==> src/rtl/vector_ram_arbiter.sv <==
// Round-robin arbiter that funnels per-requester vector read/write beats into one vector RAM
// port and routes in-order read data back to the requester that issued each read.
module vector_ram_arbiter #(
  parameter int NUM_REQ         = 2,
  parameter int PARALLELISM     = 4,
  parameter int DATA_WIDTH      = 32,
  parameter int ADDR_WIDTH      = 16,
  parameter int MAX_OUTSTANDING = 8
) (
  input  logic                                     clk,
  input  logic                                     rst,
  input  logic [NUM_REQ-1:0]                       req_valid,
  input  logic [NUM_REQ-1:0]                       req_write,
  input  logic [NUM_REQ*PARALLELISM*ADDR_WIDTH-1:0] req_addr,
  input  logic [NUM_REQ*PARALLELISM*DATA_WIDTH-1:0] req_wdata,
  output logic [NUM_REQ-1:0]                       req_ready,
  output logic [NUM_REQ-1:0]                       resp_valid,
  output logic [PARALLELISM*DATA_WIDTH-1:0]        resp_data,
  input  logic [NUM_REQ-1:0]                       resp_ready,
  output logic                                     ram_rvalid,
  output logic                                     ram_wvalid,
  output logic [PARALLELISM*ADDR_WIDTH-1:0]        ram_addr,
  output logic [PARALLELISM*DATA_WIDTH-1:0]        ram_wdata,
  input  logic                                     ram_ready,
  input  logic                                     ram_dvalid,
  input  logic [PARALLELISM*DATA_WIDTH-1:0]        ram_data,
  output logic                                     ram_dready,
  output logic [$clog2(MAX_OUTSTANDING):0]         outstanding,
  output logic                                     err
);

  localparam int VA = PARALLELISM * ADDR_WIDTH;
  localparam int VD = PARALLELISM * DATA_WIDTH;
  localparam int IW = (NUM_REQ > 1) ? $clog2(NUM_REQ) : 1;
  localparam int FW = (MAX_OUTSTANDING > 1) ? $clog2(MAX_OUTSTANDING) : 1;
  localparam int CW = $clog2(MAX_OUTSTANDING) + 1;

  logic [IW-1:0]      ptr;
  logic [IW-1:0]      fifo_mem [MAX_OUTSTANDING];
  logic [FW-1:0]      rd_idx;
  logic [FW-1:0]      wr_idx;
  logic [CW-1:0]      count;
  logic               err_q;

  logic               fifo_empty;
  logic               fifo_full;
  logic [IW-1:0]      eff_ptr;
  logic               eff_full;
  logic               eff_empty;
  logic [NUM_REQ-1:0] eligible;
  logic               grant_found;
  logic [IW-1:0]      grant;
  logic               accept;
  logic               push;
  logic               pop;
  logic [IW-1:0]      head;

  assign fifo_empty = (count == '0);
  assign fifo_full  = (count == CW'(MAX_OUTSTANDING));

  // While reset is held the grant path sees a cleared pointer and an empty order FIFO.
  assign eff_ptr   = rst ? '0 : ptr;
  assign eff_full  = !rst && fifo_full;
  assign eff_empty = rst || fifo_empty;

  always_comb begin
    for (int i = 0; i < NUM_REQ; i++) begin
      eligible[i] = req_valid[i] && (req_write[i] || !eff_full);
    end
  end

  // Scan from the pointer upward, wrapping, and take the first eligible requester.
  always_comb begin
    logic [IW:0] cand;
    // NOTE: every combinational output gets a default first so no path leaves it unassigned,
    // which is what keeps synthesis from inferring a latch.
    grant_found = 1'b0;
    grant       = '0;
    cand        = '0;
    for (int k = 0; k < NUM_REQ; k++) begin
      cand = {1'b0, eff_ptr} + (IW+1)'(k);
      if (cand >= (IW+1)'(NUM_REQ)) cand = cand - (IW+1)'(NUM_REQ);
      if (!grant_found && eligible[cand[IW-1:0]]) begin
        grant_found = 1'b1;
        grant       = cand[IW-1:0];
      end
    end
  end

  assign accept = grant_found && ram_ready;
  assign push   = accept && !req_write[grant];

  always_comb begin
    ram_rvalid = 1'b0;
    ram_wvalid = 1'b0;
    ram_addr   = '0;
    ram_wdata  = '0;
    req_ready  = '0;
    if (grant_found) begin
      ram_rvalid       = !req_write[grant];
      ram_wvalid       = req_write[grant];
      ram_addr         = req_addr[grant*VA +: VA];
      ram_wdata        = req_wdata[grant*VD +: VD];
      req_ready[grant] = ram_ready;
    end
  end

  // Read data always belongs to the oldest outstanding read, so the FIFO head owns it.
  assign head = fifo_mem[rd_idx];

  always_comb begin
    resp_valid = '0;
    ram_dready = 1'b0;
    if (!eff_empty) begin
      resp_valid[head] = ram_dvalid;
      ram_dready       = resp_ready[head];
    end
  end

  assign pop         = ram_dvalid && ram_dready;
  assign resp_data   = rst ? '0 : ram_data;
  assign outstanding = rst ? '0 : count;
  assign err         = err_q && !rst;

  always_ff @(posedge clk) begin
    // NOTE: state registers use non-blocking assignments so every flop samples the
    // pre-edge values of its neighbours, independent of statement order.
    if (rst) begin
      ptr    <= '0;
      rd_idx <= '0;
      wr_idx <= '0;
      count  <= '0;
      err_q  <= 1'b0;
    end else begin
      if (accept) ptr <= (grant == IW'(NUM_REQ - 1)) ? '0 : grant + IW'(1);
      if (push) wr_idx <= wr_idx + FW'(1);
      if (pop)  rd_idx <= rd_idx + FW'(1);
      if (push && !pop)      count <= count + CW'(1);
      else if (pop && !push) count <= count - CW'(1);
      // Data with nothing outstanding is a protocol violation; the beat itself is dropped.
      if (ram_dvalid && fifo_empty) err_q <= 1'b1;
    end
  end

  // NOTE: the order storage has no reset; entries are only read between a push and its
  // pop, and the index/count reset already makes stale contents unreachable.
  always_ff @(posedge clk) begin
    if (push) fifo_mem[wr_idx] <= grant;
  end

endmodule

==> config.mk <==
export PLATFORM = sky130hd
export DESIGN_NAME = vector_ram_arbiter
export DESIGN_NICKNAME = d
export VERILOG_FILES = /design/src/rtl/vector_ram_arbiter.sv
export SDC_FILE = /design/constraint.sdc
export NUM_CORES = 1
export LEC_CHECK = 0
export ABC_AREA = 1
export BUFFER_PORTS_ARGS = -buffer_cell sky130_fd_sc_hd__buf_2
export CAP_MARGIN = 25
export CORE_AREA = 8 8 322 324
export CTS_BUF_LIST = sky130_fd_sc_hd__clkbuf_4 sky130_fd_sc_hd__clkbuf_8
export DETAILED_ROUTE_END_ITERATION = 10
export DIE_AREA = 0 0 330 332
export SYNTH_ARGS = -nofsm -noshare
export SYNTH_HDL_FRONTEND = slang
export SYNTH_SLANG_ARGS = --single-unit
export TNS_END_PERCENT = 20
==> constraint.sdc <==
create_clock -name clk -period 2.5 [get_ports clk]
set_input_delay 0.125 -clock clk [delete_from_list [all_inputs] [get_ports clk]]
set_output_delay 0.125 -clock clk [all_outputs]
set_load 0.02 [all_outputs]
==> summary.md <==
| Metric | Value |
|---|---|
| Worst Path Arrival | roughly 2.3 ns |
| #FFs+latches synth | 23 |
| Total Nets Final | about 2400 |
| Inserted Clock Buffers | 3 |
| Worst setup margin | roughly 0.045 ns |
| Worst slew margin | 0.415 |
| Final Max Tran Viols | 0 |
| Layout cells sized above 1 | 0.504 |
| Area Growth Syn to Fin | 129% |
| Critical path class | flip-flop to output port |
| Chip Width | 330 um |
| Post-synthesis sequential area ratio | 0.105 |
| Die H | between 300 and 400 um |
| Final non-filler cell total | between 3000 and 4000 |
| Top cell type's share of synthesized area | 0.393 |
| Grt ovf | 0 |
| Count of flip-flops with a built-in enable after synthesis | 8 |
| CP max FO | 18 |
| Top area cells in the synthesized netlist | nor2_1, o21ai_0, inv_1 |
| Slew @ Worst Pin | slightly below 0.9 ns |
| Antenna violations before repair | 38 |
| Die footprint | approximately 0.11 mm2 |
| Final Wtd Congestion | approximately 0.93 |
| Clock sinks | 23 |
| Dpl hpwl | approximately 56 mm |
| Vias in the first global route | between 10000 and 15000 |
| All-layer global routing usage | 0.109 |
| DRC | 0 |
| Post-route antenna net violation count | 0 |
| Root Buffer | clkbuf_8 |
| Largest net degree at the start of global routing | 89 |
| Final setup TNS | 0 ns |
| Syn Inst Count | about 1100 |
| Core area | about 0.099 mm2 |
| IR drop worst, VDD | 0.238 mV |
| Syn nets | ~1600 |
| CP startpoint kind | flip-flop |
| DR vias | just over 10000 |
| Warnings, synthesis | 0 |
| Fin. Hold Viols | 0 |
| First-pass GRT wire length | about 83 mm |
| Synth cell types | 31 |
| Ys async rst share | 0 |
| Syn Std Cell Area | roughly 0.0051 mm2 |
| Layout Utilization | 0.119 |
| H-tree depth | 1 |
| Final Skew | around 0.002 ns |
| CP Capture Type | output port |
| Setup WS pre-CTS | between 0.02 and 0.025 ns |
| Leading register cell type out of synthesis | dfxtp_1 |
| Placed Cells | roughly 3200 |
| Initial DRC count | roughly 570 |
| Initial Utilization | 0.0519 |
| DR WL/cell | approximately 20 um |
| CP required | ~2.4 ns |
| Post-synth top area cell | nor2_1 |
| Reg clk slew, reported paths | 0.08 ns |
| Final setup vio count | 0 |
| TritonCTS clock tree | done |
| Max Fclk | 0.407 GHz |
| Worst skew pair latency | 0.26 ns |
| Cell Rows | around 120 |
| Leakage dissipation | 6.60 nW |
| Outcome | finished, final reports clean |
| DR pass1 iterations | 5 |
| Tcrit/Tclk final | 0.982 |
| Clock tree buffer depth | 2 |
| Fin crit period | 2.46 ns |
| RSZ-0062 raised after global routing | true |
| Vias per cell | about 3.2 |
| Min-delay worst type | input pin to flip-flop |
| Max Cap Violations | 0 |
| Final wirelength | approximately 66 mm |
| IO Port Bufs | ~850 |
| PwrDens | around 330 mW/mm2 |
| I/O pin cnt | about 850 |
| Power Total | just under 0.004 W |
| Synthesized area per cell | between 4 and 5 um2 |
==> cell type report <==
type	count	area [um2]
Antenna cell	7	17.5
Clock buffer	3	41.3
Clock inverter	1	7.51
Fill cell	11800	87200
Inverter	160	618
Multi-Input combinational cell	816	3630
Sequential cell	23	544
Tap cell	1298	1620
Timing Repair Buffer	912	5270
==> Yosys cell counts (2+ instances only) <==
| library cell | number |
|---|---|
| a21oi_1 | 10 |
| inv_1 | 154 |
| ha_1 | 5 |
| edfxtp_1 | 8 |
| nand3_1 | 8 |
| nor2_1 | 538 |
| nor2_2 | 2 |
| nand2_1 | 27 |
| dfxtp_1 | 15 |
| nand2_2 | 6 |
| o21ai_0 | 161 |
| o21ai_1 | 38 |
| buf_4 | 2 |
| inv_2 | 5 |
| buf_6 | 21 |
| nand4_1 | 2 |
| nor3_1 | 4 |
| buf_2 | 20 |
| clkbuf_1 | 36 |
| nand3_2 | 2 |
| nand4_2 | 2 |
| xor2_1 | 3 |
==> metrics by stage <==
stage | hold WS (ns) | area, um2
6_report | 0.215 | 11800
5_1_grt | 0.222 | 11700
4_1_cts | 0.202 | 11500
3_5_place_dp | 0.465 | 11200
3_3_place_gp | 0.471 | 11200
2_1_floorplan | 0.302 | 5140
==> worst max-delay path: stages, from the launching register on <==
cell and delay [ns]:
dfxtp_2 0.34, nor2_4 0.15, nand4_2 0.15, nand3_4 0.12, nand2_8 0.06, buf_8 0.16
buf_8 0.17, inv_16 0.13, bufbuf_16 0.34, nor2_1 0.05, nor2_1 0.13, buf_2 0.19
==> logic make-up after synthesis <==
| logic type | synth area share |
|---|---|
| AOI/OAI and AO/OA | 0.206 |
| DFF | 0.105 |
| xor gates and xnor gates | 0.00511 |
| buffers and inverters | 0.212 |
| adders and majority gates | 0.0161 |
| and+or+nand+nor | 0.456 |
==> timing repair <==
item / 4_1_cts / 5_1_grt
setup endpoints to repair: 75 / 113
gates resized for setup: 26 / 58
hold buffers: 0 / 0
pin swaps: 2 / 10
buffers inserted: 0 / 3
hold endpoints to repair: 0 / 0
gates cloned: 5 / 2
==> power by group <==
part	internal, W	total [W]	switching [W]
combinational	0.00117	0.00323	0.00205
clock	0.000113	0.000236	0.000123
sequential	0.000414	0.000431	0.0000169
==> routing by layer <==
layer	wire length, um	track usage	part of all wire	vias to the layer above
li1	-	-	-	4943
met3	8510	0.0515	0.13	100
met1	26400	0.131	0.40	4605
met5	97	0	0.0015	-
met4	1760	0.0213	0.027	14
met2	29000	0.177	0.44	657
==> path summary, 6_finish.rpt <==
kind              cells past startpoint                   from  slack, ns                endpoint
hold / removal                        3             ram_dvalid       0.21  rd_idx[2]$_SDFFE_PP0P_
setup / recovery                     11  count[0]$_SDFFE_PP0P_       0.04            ram_addr[13]
setup reg to reg                     19  count[0]$_SDFFE_PP0P_       0.10   count[3]$_SDFFE_PP0P_
hold reg to reg                       2       ptr$_SDFFE_PP0P_       0.48        ptr$_SDFFE_PP0P_
==> cells in the final DEF, fill, tap and decap left out, drive strengths merged <==
master / Yosys / layout
nand2: 34 / 34
nand3: 10 / 10
o21ai: 199 / 199
ha: 5 / 5
edfxtp: 8 / 8
fa: 1 / 1
clkinvlp: 0 / 1
clkinv: 1 / 1
or2: 1 / 1
diode: 0 / 7
o22ai: 1 / 1
nand4: 4 / 4
nand3b: 1 / 1
dfxtp: 15 / 15
nor3: 4 / 4
a21oi: 10 / 10
xor2: 3 / 3
bufbuf: 0 / 3
clkbuf: 36 / 14
nor2: 542 / 542
inv: 159 / 159
buf: 43 / 898
a31oi: 1 / 1
No activity file was read; power rests on OpenSTA's default activity.
